[config.mk]
export PLATFORM = sky130hd
export DESIGN_NAME = iob_fifo_sync_ctrl_flat
export DESIGN_NICKNAME = d
export VERILOG_FILES = /design/src/rtl/iob_fifo_sync_ctrl_pkg.sv /design/src/rtl/iob_fifo_sync_ctrl_if.sv /design/src/rtl/iob_fifo_sync_ctrl_ptr.sv /design/src/rtl/iob_fifo_sync_ctrl.sv /design/src/flat_wrapper.sv
export SDC_FILE = /design/constraint.sdc
export NUM_CORES = 1
export LEC_CHECK = 0
export BUFFER_PORTS_ARGS = -buffer_cell sky130_fd_sc_hd__buf_4
export CAP_MARGIN = 5
export CORE_ASPECT_RATIO = 0.9
export CORE_MARGIN = 1.5
export CORE_UTILIZATION = 40
export CTS_BUF_LIST = sky130_fd_sc_hd__clkbuf_4 sky130_fd_sc_hd__clkbuf_8
export DETAILED_ROUTE_END_ITERATION = 7
export HOLD_SLACK_MARGIN = 0.02
export PLACE_DENSITY = 0.74
export SLEW_MARGIN = 20
export SYNTH_ARGS = -nofsm -noshare
export SYNTH_HDL_FRONTEND = slang
export SYNTH_SLANG_ARGS = --single-unit
[constraint.sdc]
create_clock -name clk -period 7.05 [get_ports clk]
set_input_delay 0.3525 -clock clk [delete_from_list [all_inputs] [get_ports clk]]
set_output_delay 0.3525 -clock clk [all_outputs]
set_load 0.01 [all_outputs]
[src/rtl/iob_fifo_sync_ctrl_pkg.sv]
// Shared sizing constants and helpers for the synchronous FIFO controller.
package iob_fifo_sync_ctrl_pkg;

  localparam int DEF_DATA_W = 8;
  localparam int DEF_ADDR_W = 4;

  // Depth is a power of two so the pointers can wrap freely.
  function automatic int fifo_depth(input int addr_w);
    return 2 ** addr_w;
  endfunction

  // One extra bit so the level can represent the completely full state.
  function automatic int level_width(input int addr_w);
    return addr_w + 1;
  endfunction

endpackage

[src/rtl/iob_fifo_sync_ctrl_if.sv]
// User-side push/pop interface of the FIFO controller.
interface iob_fifo_sync_ctrl_if
  import iob_fifo_sync_ctrl_pkg::*;
#(
  parameter int DATA_W = DEF_DATA_W,
  parameter int ADDR_W = DEF_ADDR_W
);

  logic                           w_en;
  logic [DATA_W-1:0]              w_data;
  logic                           w_full;
  logic                           r_en;
  logic [DATA_W-1:0]              r_data;
  logic                           r_data_valid;
  logic                           r_empty;
  logic [level_width(ADDR_W)-1:0] level;

  modport master (
    output w_en, w_data, r_en,
    input  w_full, r_data, r_data_valid, r_empty, level
  );

  modport slave (
    input  w_en, w_data, r_en,
    output w_full, r_data, r_data_valid, r_empty, level
  );

endinterface

[src/rtl/iob_fifo_sync_ctrl_ptr.sv]
// Wrapping FIFO address pointer with increment enable and synchronous clear.
module iob_fifo_ptr #(
  parameter int ADDR_W = 4
) (
  input  logic              clk,
  input  logic              arst,
  input  logic              i_clr,
  input  logic              i_en,
  output logic [ADDR_W-1:0] o_ptr
);

  logic [ADDR_W-1:0] r_ptr;

  // NOTE: sequential state uses non-blocking assignments so every flop samples pre-edge values.
  always_ff @(posedge clk or posedge arst) begin
    if (arst) begin
      r_ptr <= '0;
    end else if (i_clr) begin
      r_ptr <= '0;
    end else if (i_en) begin
      r_ptr <= r_ptr + 1'b1;
    end
  end

  assign o_ptr = r_ptr;

endmodule

[src/rtl/iob_fifo_sync_ctrl.sv]
// Synchronous FIFO controller driving an external two-port RAM; tracks level and flags.
module iob_fifo_sync_ctrl
  import iob_fifo_sync_ctrl_pkg::*;
#(
  parameter int DATA_W = DEF_DATA_W,
  parameter int ADDR_W = DEF_ADDR_W
) (
  input  logic                  clk,
  input  logic                  arst,
  input  logic                  rst,
  iob_fifo_sync_ctrl_if.slave   fifo_if,
  output logic                  ext_mem_w_en,
  output logic [ADDR_W-1:0]     ext_mem_w_addr,
  output logic [DATA_W-1:0]     ext_mem_w_data,
  output logic                  ext_mem_r_en,
  output logic [ADDR_W-1:0]     ext_mem_r_addr,
  input  logic [DATA_W-1:0]     ext_mem_r_data
);

  localparam int                  FIFO_DEPTH = fifo_depth(ADDR_W);
  localparam int                  LEVEL_W    = level_width(ADDR_W);
  localparam logic [LEVEL_W-1:0]  FULL_LEVEL = LEVEL_W'(FIFO_DEPTH);

  logic               w_push;
  logic               w_pop;
  logic [ADDR_W-1:0]  w_wptr;
  logic [ADDR_W-1:0]  w_rptr;
  logic [LEVEL_W-1:0] w_level_nxt;
  logic [LEVEL_W-1:0] r_level;
  logic               r_empty;
  logic               r_full;
  logic               r_data_valid;

  // A synchronous clear must also keep the RAM untouched in that cycle.
  assign w_push = fifo_if.w_en & ~r_full  & ~rst;
  assign w_pop  = fifo_if.r_en & ~r_empty & ~rst;

  iob_fifo_ptr #(.ADDR_W(ADDR_W)) u_wptr (
    .clk   (clk),
    .arst  (arst),
    .i_clr (rst),
    .i_en  (w_push),
    .o_ptr (w_wptr)
  );

  iob_fifo_ptr #(.ADDR_W(ADDR_W)) u_rptr (
    .clk   (clk),
    .arst  (arst),
    .i_clr (rst),
    .i_en  (w_pop),
    .o_ptr (w_rptr)
  );

  // NOTE: the default assignment up front keeps this combinational block from inferring a latch.
  always_comb begin
    w_level_nxt = r_level;
    case ({w_push, w_pop})
      2'b10:   w_level_nxt = r_level + 1'b1;
      2'b01:   w_level_nxt = r_level - 1'b1;
      default: w_level_nxt = r_level;
    endcase
  end

  // Flags come from the next level so they are registered yet never lag the level.
  always_ff @(posedge clk or posedge arst) begin
    if (arst) begin
      r_level      <= '0;
      r_empty      <= 1'b1;
      r_full       <= 1'b0;
      r_data_valid <= 1'b0;
    end else if (rst) begin
      r_level      <= '0;
      r_empty      <= 1'b1;
      r_full       <= 1'b0;
      r_data_valid <= 1'b0;
    end else begin
      r_level      <= w_level_nxt;
      r_empty      <= (w_level_nxt == '0);
      r_full       <= (w_level_nxt == FULL_LEVEL);
      r_data_valid <= w_pop;
    end
  end

  assign ext_mem_w_en   = w_push;
  assign ext_mem_w_addr = w_wptr;
  assign ext_mem_w_data = fifo_if.w_data;
  assign ext_mem_r_en   = w_pop;
  assign ext_mem_r_addr = w_rptr;

  assign fifo_if.r_data       = ext_mem_r_data;
  assign fifo_if.r_data_valid = r_data_valid;
  assign fifo_if.r_empty      = r_empty;
  assign fifo_if.w_full       = r_full;
  assign fifo_if.level        = r_level;

endmodule

[src/flat_wrapper.sv]
// flat-port wrapper written by rule: the top's interface ports become plain ports
module iob_fifo_sync_ctrl_flat import iob_fifo_sync_ctrl_pkg::*;
#(
  parameter int DATA_W = DEF_DATA_W,
  parameter int ADDR_W = DEF_ADDR_W
)
  (clk, arst, rst, ext_mem_w_en, ext_mem_w_addr, ext_mem_w_data, ext_mem_r_en, ext_mem_r_addr, ext_mem_r_data, fifo_if_w_en, fifo_if_w_data, fifo_if_r_en, fifo_if_w_full, fifo_if_r_data, fifo_if_r_data_valid, fifo_if_r_empty, fifo_if_level);
  iob_fifo_sync_ctrl_if #(.DATA_W(DATA_W), .ADDR_W(ADDR_W)) fifo_if_i ();
  input  logic clk;
  input  logic arst;
  input  logic rst;
  output logic ext_mem_w_en;
  output logic [ADDR_W-1:0] ext_mem_w_addr;
  output logic [DATA_W-1:0] ext_mem_w_data;
  output logic ext_mem_r_en;
  output logic [ADDR_W-1:0] ext_mem_r_addr;
  input  logic [DATA_W-1:0] ext_mem_r_data;
  input wire logic [$bits(fifo_if_i.w_en)-1:0] fifo_if_w_en;
  input wire logic [$bits(fifo_if_i.w_data)-1:0] fifo_if_w_data;
  input wire logic [$bits(fifo_if_i.r_en)-1:0] fifo_if_r_en;
  output wire logic [$bits(fifo_if_i.w_full)-1:0] fifo_if_w_full;
  output wire logic [$bits(fifo_if_i.r_data)-1:0] fifo_if_r_data;
  output wire logic [$bits(fifo_if_i.r_data_valid)-1:0] fifo_if_r_data_valid;
  output wire logic [$bits(fifo_if_i.r_empty)-1:0] fifo_if_r_empty;
  output wire logic [$bits(fifo_if_i.level)-1:0] fifo_if_level;
  assign fifo_if_i.w_en = fifo_if_w_en;
  assign fifo_if_i.w_data = fifo_if_w_data;
  assign fifo_if_i.r_en = fifo_if_r_en;
  assign fifo_if_w_full = fifo_if_i.w_full;
  assign fifo_if_r_data = fifo_if_i.r_data;
  assign fifo_if_r_data_valid = fifo_if_i.r_data_valid;
  assign fifo_if_r_empty = fifo_if_i.r_empty;
  assign fifo_if_level = fifo_if_i.level;
  iob_fifo_sync_ctrl #(.DATA_W(DATA_W), .ADDR_W(ADDR_W)) u_core (.clk(clk), .arst(arst), .rst(rst), .fifo_if(fifo_if_i), .ext_mem_w_en(ext_mem_w_en), .ext_mem_w_addr(ext_mem_w_addr), .ext_mem_w_data(ext_mem_w_data), .ext_mem_r_en(ext_mem_r_en), .ext_mem_r_addr(ext_mem_r_addr), .ext_mem_r_data(ext_mem_r_data));
endmodule
After elaboration in Yosys (flattened, before gate mapping)
Index checks and enable logic that the tools add are counted.
Word-level totals
  bits in registers: 16
  output and inout bits: 34
Operators by class
  bitwise gates (word level): 7
  reductions and logical operators: 3
  multiplexer cells: 9
  eq/ne operators: 3
  $add $sub $neg: 4
Operator list (number)
  4-bit 2-to-1 mux: 4
  5-bit one-hot mux with 2 select lines: 1
  4-bit by 1-bit adder with 4-bit output (second input constant): 2
  5-bit by 1-bit adder with 5-bit output (second input constant): 1
  5-bit == test (second input constant): 1
  5-bit zero test: 1
  5-bit 2-to-1 mux: 1
  5-bit by 1-bit subtractor with 5-bit output (second input constant): 1
  1-bit AND: 4
  2-bit nonzero test: 2
  1-bit 2-to-1 mux: 3
  1-bit NOT: 3
  2-bit by 1-bit == test with 1-bit output (second input constant): 1
  2-bit == test (second input constant): 1

Depth between registers and ports, before layout
Gate-level depths: netlist (run 1).
  depth after elaboration: 7
  gate-level depth with buffers: 10

Cells and area by module
From an unflattened synthesis (run 1), not the netlist that was laid out.
Second synthesis, totals
  cells, all modules: 106
  area, all modules: 1036.0 um^2
Modules (own cells, without submodules)
  iob_fifo_sync_ctrl: area an instance 643.1 um^2, sequential area each 201.4 um^2, instances 1, cells an instance 72
  iob_fifo_ptr: area an instance 196.4 um^2, sequential area each 100.1 um^2, instances 2, cells an instance 17

Worst setup path before layout (run 1)
No wires, ideal clock.
  path kind: in2reg
  start point: input rst
  end point: register u_core.r_full, in the netlist u_core.fifo_if.w_full
  slack: 4.648 ns
  required time: 6.945 ns
  data arrival time: 2.296 ns
  cell stages on the path: 10
  setup time: 0.105 ns
  cell sequence: buf_6 -> or3b_4 -> nor2_1 -> xor2_1 -> ha_1 -> nor2b_1 -> a31oi_1 -> o32a_1 -> xor2_1 -> nor4b_1
On the way
  longest elaborated chain between the ends: 6
  elaborated cells between the ends (all ways): 8
  classes of those cells: eq/ne (3); mux (2); bitwise (3)
Ends and longest elaborated chain
  start: declaration: line flat_wrapper.sv:11  | input logic rst;
  1-bit NOT: line iob_fifo_sync_ctrl.sv:35, iob_fifo_sync_ctrl.sv:36
  1-bit AND (on tied branches): line iob_fifo_sync_ctrl.sv:36, iob_fifo_sync_ctrl.sv:35
  2-bit by 1-bit == test with 1-bit output or 2-bit == test (tied branches): line iob_fifo_sync_ctrl.sv:57  | case ({w_push, w_pop})
  5-bit one-hot mux with 2 select lines: line iob_fifo_sync_ctrl.sv:57
  5-bit == test: line iob_fifo_sync_ctrl.sv:79  | r_full <= (w_level_nxt == FULL_LEVEL);
  1-bit 2-to-1 mux (*): line iob_fifo_sync_ctrl.sv:71  | end else if (rst) begin
  end signal: assignment: line iob_fifo_sync_ctrl.sv:79
  end: declaration: line iob_fifo_sync_ctrl.sv:31  | logic r_full;
Every way passes the cells marked *; elsewhere a longest branch is shown, timed or not.
A chain may end at the register's enable or synchronous reset.

Worst setup path in the final report (run 1)
  start point: register u_core.r_full, in the netlist u_core.fifo_if.w_full
  end point: register u_core.r_full, in the netlist u_core.fifo_if.w_full
On the way
  longest elaborated chain between the ends: 7
  elaborated cells between the ends (all ways): 8
  classes of those cells: eq/ne (3); mux (2); bitwise (3)
Ends and longest elaborated chain
  1-bit NOT (*): line iob_fifo_sync_ctrl.sv:35  | assign w_push = fifo_if.w_en & ~r_full & ~rst;
  1-bit AND (*) (2 in series): line iob_fifo_sync_ctrl.sv:35
  2-bit by 1-bit == test with 1-bit output or 2-bit == test (tied branches): line iob_fifo_sync_ctrl.sv:57
  5-bit one-hot mux with 2 select lines (*): line iob_fifo_sync_ctrl.sv:57
  5-bit == test (*): line iob_fifo_sync_ctrl.sv:79
  1-bit 2-to-1 mux (*): line iob_fifo_sync_ctrl.sv:71
Marked as above.

==> flow_metrics.env, run 1 <==
export IMPL_cp_top_family="simple AND/OR/NAND/NOR gates"
export IMPL_dr_first_iter_drc_count=27
export IMPL_fin_worst_skew_ns=0.003608
export IMPL_syn_to_final_growth_pct=8.244
export IMPL_hold_buffers=0
export IMPL_critical_path_class="flip-flop to flip-flop"
export IMPL_drt_pass1_iterations=4
export IMPL_clk_latency_ns=0.28
export IMPL_die_w_um=56.94
export IMPL_top_layer="met4"
export IMPL_critical_path_max_fanout=8
export IMPL_numCtsBuffers=3
export IMPL_path_buf_inv=0
export IMPL_io_buffer_count=22
export IMPL_slew_violations=0
export IMPL_post_synth_top_count_cell="buf_4"
export IMPL_pwr_share_comb_pct=21.9
export IMPL_syn_area_mm2=0.001047
export IMPL_min_path_type="input pin to asynchronous set/reset pin"
export IMPL_met3_length_um=147
export IMPL_synthCells=111
export IMPL_min_period_ns=2.605
export IMPL_tritoncts="done"
export IMPL_grt_pass1_vias=699
export IMPL_rr_worst_depth=9
export IMPL_regArea_um2=401.6
export IMPL_synthTopCellsByCount="buf_4 (16), dfrtp_1 (15), nor2_1 (13)"
export IMPL_rsz0062_at_grt="false"
export IMPL_syn_avg_cell_area_um2=9.435
export IMPL_htreeDepth=1
export IMPL_synth_top_cell_by_area="dfrtp_1"
export IMPL_multi_input_area_um2=475.5
export IMPL_drive_gt1_share_pct=27.83
export IMPL_cts_sinks=16
export IMPL_reg2reg_to="u_core.fifo_if.w_full"
export IMPL_cts_resized=0
export IMPL_setup_viol=0
export IMPL_ys_seq_elements=16
export IMPL_fmax_mhz=383.9
export IMPL_grt_overflow_total=0
export IMPL_antennaDiodeCount=0
export IMPL_fin_nets=141
export IMPL_ys_flop_type="dfrtp_1"
export IMPL_status="finished clean"
export IMPL_drt_met1_wl_um=870
export IMPL_routed_wl_um=1971
export IMPL_critPathLaunchType="flip-flop"
export IMPL_required_ns=7.24
export IMPL_max_stage_delay_ns=0.50
export IMPL_p_sw_mw=0.05996
export IMPL_grt_max_degree=18
export IMPL_peakVddDrop_v=0.0001291
export IMPL_crit_path_end_kind="flip-flop"
export IMPL_num_rows=17
export IMPL_dieArea_mm2=0.002934
export IMPL_worst_r2r_setup_slack_ns=4.45
export IMPL_drc=0
export IMPL_die_height_um=51.54
export IMPL_synth_distinct_cells=34
export IMPL_wl_per_cell_um=13.78
export IMPL_clkTransAtPathRegs_ns=0.09
export IMPL_clockPowerShare_pct=28.5
export IMPL_fillerInstances=235
export IMPL_ys_seq_area_share_pct=38.35
export IMPL_hold_violations=0
export IMPL_sequentialPowerShare_pct=49.5
export IMPL_slew_headroom_pct=58.44
export IMPL_p_per_area_mw_per_mm2=186.5
export IMPL_min_period_over_period_pct=36.95
export IMPL_dp_hpwl_um=1461
export IMPL_gp_congestion=0.8614
export IMPL_post_route_util_pct=45.94
export IMPL_yosys_top_cells_area="dfrtp_1 (36%), buf_4 (11%), xor2_1 (5.9%), ha_1 (4.8%), nor2_1 (4.7%)"
export IMPL_rr_startpoint="u_core.fifo_if.w_full"
export IMPL_p_leak_nw=0.5638
export IMPL_swShare_pct=28.36
export IMPL_grt_total_usage_pct=13.81
export IMPL_synth_warnings=0
export IMPL_max_cap_violations=0
export IMPL_cp_data_arrival_time_ns=2.79
export IMPL_clockBufferDepth=2
export IMPL_vias=764
export IMPL_path_cells="nor2b_1, nor2_1, xor2_1, ha_1, nor2b_1, a31oi_1, o32a_1, xor2_1, nor4b_1"
export IMPL_synthArstFlopShare_pct=100.0
export IMPL_io_pins=55
export IMPL_p_int_mw=0.1515
export IMPL_coreArea_mm2=0.002467
export IMPL_tightest_slew_ns=0.6226
export IMPL_synth_edf_count=0
export IMPL_cts_setup_buffers=0
export IMPL_syn_nets=136
export IMPL_finalSetupTns_ns=0
export IMPL_via_per_inst=5.343
export IMPL_ant_nets=0
export IMPL_yosys_area_top_type_share_pct=35.84
export IMPL_grt_pass1_wl_um=3132
export IMPL_grt_antenna_before_repair=0
export IMPL_crit_slowest_cell="nor2b_1"
export IMPL_initial_core_util_pct=42.44
export IMPL_report_power_total_mw=0.2115
export IMPL_root_buffer="clkbuf_4"
export IMPL_routed_wl_met2_um=870
[per-stage QoR]
step | hold WS [ns] | cell area (um^2) | setup slack, ns | cells
2_1_floorplan | 0.2655 | 1047 | 4.648 | 111
3_3_place_gp | 0.4647 | 1097 | 4.475 | 139
3_5_place_dp | 0.4749 | 1097 | 4.371 | 139
4_1_cts | 0.1535 | 1134 | 4.491 | 143
5_1_grt | 0.1818 | 1134 | 4.220 | 143
6_report | 0.1388 | 1134 | 4.445 | 143
[how the worst max path moves through the flow]
stage	cells past startpoint	end	slack [ns]	from
after detailed placement	10	u_core.fifo_if.w_full	4.37	rst
after CTS	9	u_core.fifo_if.w_full	4.49	u_core.fifo_if.w_full
after floorplan	10	u_core.fifo_if.w_full	4.65	rst
after global routing	9	u_core.fifo_if.w_full	4.22	u_core.fifo_if.w_full
after global placement	10	u_core.fifo_if.w_full	4.47	rst
final	9	u_core.fifo_if.w_full	4.45	u_core.fifo_if.w_full
[registers in the layout, indices dropped and copies added (netlist names)]
name	flops
u_core.fifo_if.r_data_valid	1
u_core.fifo_if.w_full	1
u_core.fifo_if.r_empty	1
u_core.u_rptr.o_ptr	4
u_core.u_wptr.o_ptr	4
u_core.fifo_if.level	5
[logic make-up after synthesis]
kind of cell               share of synthesized area (%)
DFF                                                38.35
xor gates and xnor gates                           9.199
AOI/OAI and AO/OA                                  8.961
buffers and inverters                              16.25
muxes                                              1.912
adders and majority gates                          4.779
and+or+nand+nor                                    20.55
[final cells by class]
type	instances	share of cell area, %
inverters	4	1.766
clock buffers	4	3.201
well taps	28	3.091
multi-input cells	69	41.94
repair buffers	22	14.57
flip-flops and latches	16	35.43
[power groups by stage]
| stage | Sequential (mW) | Combinational [mW] | Clock, mW |
|---|---|---|---|
| 2_1_floorplan | 0.107 | 0.0384 | 0 |
| 3_3_place_gp | 0.106 | 0.0452 | 0 |
| 3_5_place_dp | 0.107 | 0.0463 | 0 |
| 4_1_cts | 0.105 | 0.0466 | 0.0628 |
| 5_1_grt | 0.106 | 0.0512 | 0.0651 |
| 6_report | 0.105 | 0.0464 | 0.0603 |
[metal layers]
metal  track usage [%]  up-vias
li1                  -      361
met4             8.527        0
met1             15.70      362
met2             21.84       27
met5                 0        -
met3             5.473       14
[cell usage in the layout (no fill, tap or decap), drive strengths merged, types with 2 or more instances in the layout]
cell	count
xor2	7
inv	3
mux2i	2
a31oi	2
or3b	2
buf	22
nor2b	5
clkbuf	4
nand2b	2
nor3	3
nand4	3
a21oi	3
dfrtp	15
nor4b	2
nand2	5
nor2	13
ha	4
nor3b	2
xnor2	4
Note: power is estimated with default switching activity, not from simulation.
==> inputs of run 2 (changes only) <==
--- a/config.mk
+++ b/config.mk
@@ -13,7 +13,7 @@
 export CTS_BUF_LIST = sky130_fd_sc_hd__clkbuf_4 sky130_fd_sc_hd__clkbuf_8
 export DETAILED_ROUTE_END_ITERATION = 7
 export HOLD_SLACK_MARGIN = 0.02
-export PLACE_DENSITY = 0.74
+export PLACE_DENSITY = 0.77
 export SLEW_MARGIN = 20
 export SYNTH_ARGS = -nofsm -noshare
 export SYNTH_HDL_FRONTEND = slang
==> constraint.sdc (replaced) <==
create_clock -name clk -period 2.2 [get_ports clk]
set_input_delay 0.11 -clock clk [delete_from_list [all_inputs] [get_ports clk]]
set_output_delay 0.11 -clock clk [all_outputs]
set_load 0.01 [all_outputs]
==> flow_metrics.env, run 2 (synthesized netlist as in run 1, its figures left out) <==
export IMPL_worst_slack_ns=-0.1415
export IMPL_min_path_type="input pin to flip-flop"
export IMPL_ant_nets=0
export IMPL_peakVddDrop_v=0.0004513
export IMPL_tritoncts="done"
export IMPL_slew_headroom_pct=57.43
export IMPL_dr_first_iter_drc_count=23
export IMPL_antennaDiodeCount=0
export IMPL_finalSetupTns_ns=-0.2581
export IMPL_dp_hpwl_um=1571
export IMPL_htreeDepth=1
export IMPL_coreArea_mm2=0.002467
export IMPL_initial_core_util_pct=42.44
export IMPL_die_height_um=51.54
export IMPL_grt_max_degree=17
export IMPL_fmax_mhz=427.1
export IMPL_gp_congestion=0.8696
export IMPL_p_per_area_mw_per_mm2=549.8
export IMPL_grt_antenna_before_repair=0
export IMPL_setup_viol=3
export IMPL_hold_violations=0
export IMPL_tightest_slew_ns=0.6378
export IMPL_via_per_inst=5.268
export IMPL_max_cap_violations=0
export IMPL_grt_total_usage_pct=15.04
export IMPL_final_common_cell="buf_4"
export IMPL_vias=806
export IMPL_numCtsBuffers=3
export IMPL_die_w_um=56.94
export IMPL_slew_violations=0
export IMPL_mostFrequentLayoutCells="buf_4 (31), dfrtp_1 (15), nor2_1 (12), xor2_1 (6), nand2_1 (5)"
export IMPL_critical_path_class="flip-flop to flip-flop"
export IMPL_min_period_over_period_pct=106.4
export IMPL_reg2reg_to="u_core.fifo_if.w_full"
export IMPL_grt_pass1_vias=802
export IMPL_cts_sinks=16
export IMPL_wl_per_cell_um=14.10
export IMPL_num_rows=17
export IMPL_report_power_total_mw=0.6866
export IMPL_status="complete, but fails checks"
export IMPL_rr_worst_depth=9
export IMPL_dieArea_mm2=0.002934
export IMPL_grt_overflow_total=0
export IMPL_required_ns=2.39
export IMPL_critical_path_max_fanout=3
export IMPL_syn_to_final_growth_pct=19.24
export IMPL_violations="setup timing"
export IMPL_largest_reg_flops=5
export IMPL_critPathLaunchType="flip-flop"
export IMPL_drt_pass1_iterations=4
export IMPL_worstSetupStartpoint="u_core.fifo_if.r_empty"
export IMPL_root_buffer="clkbuf_4"
export IMPL_crit_end="u_core.fifo_if.w_full"
export IMPL_fin_worst_skew_ns=0.001581
export IMPL_crit_path_end_kind="flip-flop"
export IMPL_post_route_util_pct=50.61
export IMPL_clockBufferDepth=2
export IMPL_min_period_ns=2.341
export IMPL_rsz0062_at_grt="true"
export IMPL_p_leak_nw=0.6195
export IMPL_drive_gt1_share_pct=37.60
export IMPL_io_pins=55
export IMPL_clk_latency_ns=0.28
export IMPL_rr_startpoint="u_core.fifo_if.r_empty"
export IMPL_worst_r2r_setup_slack_ns=-0.14
export IMPL_routed_wl_um=2158
export IMPL_io_buffer_count=22
export IMPL_cp_data_arrival_time_ns=2.54
export IMPL_timing_hold_ws_ns=0.2126
export IMPL_dp_worst_setup_slack_ns=-0.1124
export IMPL_grt_pass1_wl_um=3436
export IMPL_fin_nets=151
export IMPL_drc=0
export IMPL_clkTransAtPathRegs_ns=0.10
run 2: cell count changes in the layout (fill, tap and decap cells not counted), sizes merged:
cell,change
buf,+9
dlygate4sd3,+1
run 2: worst max-delay path: stages (launching register included):
cell     delay (ns)
dfstp_2        0.38
or3b_4         0.39
nor2_4         0.10
xor2_1         0.17
ha_2           0.22
nor2b_4        0.15
a31oi_1        0.10
o32a_1         0.35
xor2_2         0.18
nor4b_2        0.22
run 2: final cells by class:
| cell class | count | area, um^2 |
|---|---|---|
| timing repair buffer | 32 | 242.7 |
| sequential | 16 | 401.6 |
| multi-input combinational | 69 | 519.2 |
| clock buffer | 4 | 30.03 |
| inverter | 4 | 20.02 |
| fill | 242 | 1219 |
| tap | 28 | 35.03 |
run 2: metrics by stage:
step           cells  area (um^2)
2_1_floorplan    111         1061
3_3_place_gp     147         1170
3_5_place_dp     147         1170
4_1_cts          152         1241
5_1_grt          153         1249
6_report         153         1249
run 2: how the worst min path moves through the flow:
stage                       from                      end  slack (ns)  cells past startpoint
2_1_floorplan               arst  u_core.fifo_if.level[0]        0.02                      1
3_3_place_gp                arst   u_core.u_wptr.o_ptr[1]        0.22                      2
3_5_place_dp   fifo_if_w_data[0]        ext_mem_w_data[0]        0.22                      0
4_1_cts                      rst   u_core.u_wptr.o_ptr[0]        0.20                      3
5_1_grt        fifo_if_w_data[1]        ext_mem_w_data[1]        0.22                      0
6_report                     rst   u_core.u_wptr.o_ptr[1]        0.21                      3
run 2: per-layer routing:
metal	global-route usage, %	wire (um)	up-vias
li1	-	-	385
met1	18.37	946	394
met2	24.52	1046	19
met3	4.726	132	8
met4	6.589	31	0
met5	0	0	-
run 2: where the power goes:
group	switching, mW	total [mW]	internal [mW]	leakage (nW)
registers	0.0198	0.333	0.313	0.217
clock network	0.0940	0.177	0.0827	0.0184
logic	0.0871	0.177	0.0902	0.384
total	0.201	0.687	0.486	0.620
run 2: what timing repair did:
item | CTS | global route
hold buffers | 1 | 0
endpoints found under the hold margin | 15 | 0
endpoints found under the setup margin | 3 | 3
pin swaps | 0 | 1
gates resized for setup | 5 | 0
setup buffers | 0 | 1
==> inputs of run 3 (changes only) <==
--- a/config.mk
+++ b/config.mk
@@ -13,8 +13,9 @@
 export CTS_BUF_LIST = sky130_fd_sc_hd__clkbuf_4 sky130_fd_sc_hd__clkbuf_8
 export DETAILED_ROUTE_END_ITERATION = 7
 export HOLD_SLACK_MARGIN = 0.02
-export PLACE_DENSITY = 0.77
+export PLACE_DENSITY = 0.83
 export SLEW_MARGIN = 20
 export SYNTH_ARGS = -nofsm -noshare
 export SYNTH_HDL_FRONTEND = slang
+export SYNTH_HIERARCHICAL = 1
 export SYNTH_SLANG_ARGS = --single-unit
==> flow_metrics.env, run 3 <==
export IMPL_status="finished clean"
export IMPL_reg2reg_to="u_core/fifo_if.w_full"
export IMPL_largest_reg_flops=5
export IMPL_io_buffer_count=22
export IMPL_grt_antenna_before_repair=0
export IMPL_antennaDiodeCount=0
export IMPL_htreeDepth=1
export IMPL_placedCellCount=142
export IMPL_min_period_over_period_pct=99.28
export IMPL_grt_max_degree=13
export IMPL_yosys_top_cells_area="dfrtp_1 (36%), buf_4 (12%), ha_1 (6.0%), nor2_1 (4.0%), mux2i_1 (3.9%)"
export IMPL_numCtsBuffers=3
export IMPL_setup_viol=0
export IMPL_max_cap_violations=0
export IMPL_slew_headroom_pct=76.91
export IMPL_fmax_mhz=457.9
export IMPL_synth_edf_count=0
export IMPL_die_w_um=56.65
export IMPL_ant_nets=0
export IMPL_synth_distinct_cells=32
export IMPL_finalSetupTns_ns=0
export IMPL_dieArea_mm2=0.002905
export IMPL_report_power_total_mw=0.6564
export IMPL_drive_gt1_share_pct=42.74
export IMPL_cp_top_family="simple AND/OR/NAND/NOR gates"
export IMPL_synth_top_cell_by_area="dfrtp_1"
export IMPL_syn_area_mm2=0.001036
export IMPL_die_height_um=51.28
export IMPL_rr_worst_depth=9
export IMPL_ys_seq_elements=16
export IMPL_peakVddDrop_v=0.0003133
export IMPL_syn_avg_cell_area_um2=9.774
export IMPL_critical_path_max_fanout=3
export IMPL_p_per_area_mw_per_mm2=517.9
export IMPL_p_leak_nw=0.6173
export IMPL_rr_startpoint="u_core/fifo_if.r_empty"
export IMPL_min_path_type="input pin to flip-flop"
export IMPL_num_rows=17
export IMPL_fin_nets=151
export IMPL_mostFrequentLayoutCells="buf_4 (30), dfrtp_1 (15), nor2_1 (9), inv_1 (7), a21oi_1 (5)"
export IMPL_min_period_ns=2.184
export IMPL_drt_pass1_iterations=4
export IMPL_tritoncts="done"
export IMPL_slew_violations=0
export IMPL_clk_latency_ns=0.29
export IMPL_dr_first_iter_drc_count=21
export IMPL_required_ns=2.38
export IMPL_routed_wl_um=2220
export IMPL_hold_violations=0
export IMPL_cts_sinks=16
export IMPL_gp_congestion=0.7553
export IMPL_fin_worst_skew_ns=0.002114
export IMPL_synth_warnings=6
export IMPL_drc=0
export IMPL_critPathLaunchType="flip-flop"
export IMPL_via_per_inst=5.224
export IMPL_io_pins=55
export IMPL_cp_data_arrival_time_ns=2.37
export IMPL_stdcell_count=152
export IMPL_syn_to_final_growth_pct=22.34
export IMPL_vias=794
export IMPL_fillerInstances=226
export IMPL_worst_r2r_setup_slack_ns=0.02
export IMPL_grt_pass1_wl_um=3387
export IMPL_hp_start="rst"
export IMPL_initial_core_util_pct=42.35
export IMPL_final_common_cell="buf_4"
export IMPL_hold_depth=2
export IMPL_ys_flop_type="dfrtp_1"
export IMPL_grt_overflow_total=0
export IMPL_critical_path_class="flip-flop to flip-flop"
export IMPL_yosys_area_top_type_share_pct=36.23
export IMPL_ys_seq_area_share_pct=38.77
export IMPL_synthCells=106
export IMPL_syn_nets=132
export IMPL_clkTransAtPathRegs_ns=0.09
export IMPL_dp_hpwl_um=1681
export IMPL_crit_path_end_kind="flip-flop"
export IMPL_max_stage_delay_ns=0.39
export IMPL_tightest_slew_ns=0.3415
export IMPL_synthTopCellsByCount="buf_4 (16), dfrtp_1 (15), nor2_1 (11)"
export IMPL_grt_total_usage_pct=14.86
export IMPL_grt_pass1_vias=756
export IMPL_rsz0062_at_grt="true"
export IMPL_coreArea_mm2=0.002446
export IMPL_path_buf_inv=0
export IMPL_path_cells="nor3b_4, ha_4, xor2_1, ha_2, a21oi_2, o221ai_1, nand3_1, xor2_2, and4bb_1"
export IMPL_crit_slowest_cell="dfstp_2"
export IMPL_root_buffer="clkbuf_4"
export IMPL_wl_per_cell_um=14.61
export IMPL_synthArstFlopShare_pct=100.0
export IMPL_clockBufferDepth=2
export IMPL_worstHoldEndpoint="u_core/fifo_if.level[4]"
export IMPL_post_synth_top_count_cell="buf_4"
## run 3: changes by cell type after synthesis, sizes merged, moves of 3 or more
cell | before | now
a21oi | 3 | 6
clkbuf | 5 | 1
inv | 3 | 7
nand3b | 0 | 3
xor2 | 7 | 2
## run 3: report_power, final
group | leakage, nW | switching (mW) | internal (mW)
registers | 0.218 | 0.0193 | 0.310
clock network | 0.0184 | 0.0895 | 0.0829
logic | 0.381 | 0.0771 | 0.0778
total | 0.617 | 0.186 | 0.470
## run 3: timing repair
action,in CTS,in global routing
gates resized for setup,0,9
hold endpoints to repair,15,0
setup buffers,0,5
hold buffers,1,0
setup endpoints to repair,0,3
## run 3: layout make-up
cell class | count | area, um^2 | share of cell area (%)
multi-input combinational | 66 | 539.3 | 42.55
inverter | 7 | 26.28 | 2.073
sequential | 16 | 401.6 | 31.69
timing repair buffer | 31 | 235.2 | 18.56
clock buffer | 4 | 30.03 | 2.369
tap | 28 | 35.03 | 2.764
## run 3: metrics by stage
stage	worst slack, ns	area [um^2]	hold WS [ns]	utilization [%]
2_1_floorplan	-0.04639	1056	-0.1239	-
6_report	0.01591	1267	0.05546	51.82
5_1_grt	-0.08096	1267	0.05278	51.82
3_3_place_gp	0.1456	1155	0.01890	47.21
3_5_place_dp	0.03246	1155	0.02448	47.21
4_1_cts	0.02498	1195	0.07393	48.85
## run 3: per-layer routing
layer	track usage (%)	share of wire, %	vias to the layer above
li1	-	-	381
met1	16.93	40	384
met2	27.33	51	25
met3	5.316	8.1	4
met4	1.984	0.90	0
met5	0	0	-
## run 3: cell families (layout without fill, tap and decap cells)
logic type	after synthesis	count (layout)	synth area share, %
AO/OA/AOI/OAI	17	17	11.60
XOR/XNOR	6	6	5.072
adder cells (fa/ha/maj)	5	5	6.039
buffers and inverters	24	42	14.49
flip-flops	16	16	38.77
multiplexers	6	6	6.764
AND/OR/NAND/NOR	32	32	17.27
## run 3: worst max path at each step
stage                           start                      to  slack [ns]  cells after the start
3_3_place_gp   u_core/fifo_if.r_empty   u_core/fifo_if.w_full        0.15                      9
4_1_cts        u_core/fifo_if.r_empty   u_core/fifo_if.w_full        0.02                      9
5_1_grt         u_core/fifo_if.w_full  u_core/fifo_if.r_empty       -0.08                     10
2_1_floorplan  u_core/fifo_if.r_empty   u_core/fifo_if.w_full       -0.05                      9
3_5_place_dp   u_core/fifo_if.r_empty   u_core/fifo_if.w_full        0.03                      9
6_report       u_core/fifo_if.r_empty   u_core/fifo_if.w_full        0.02                      9
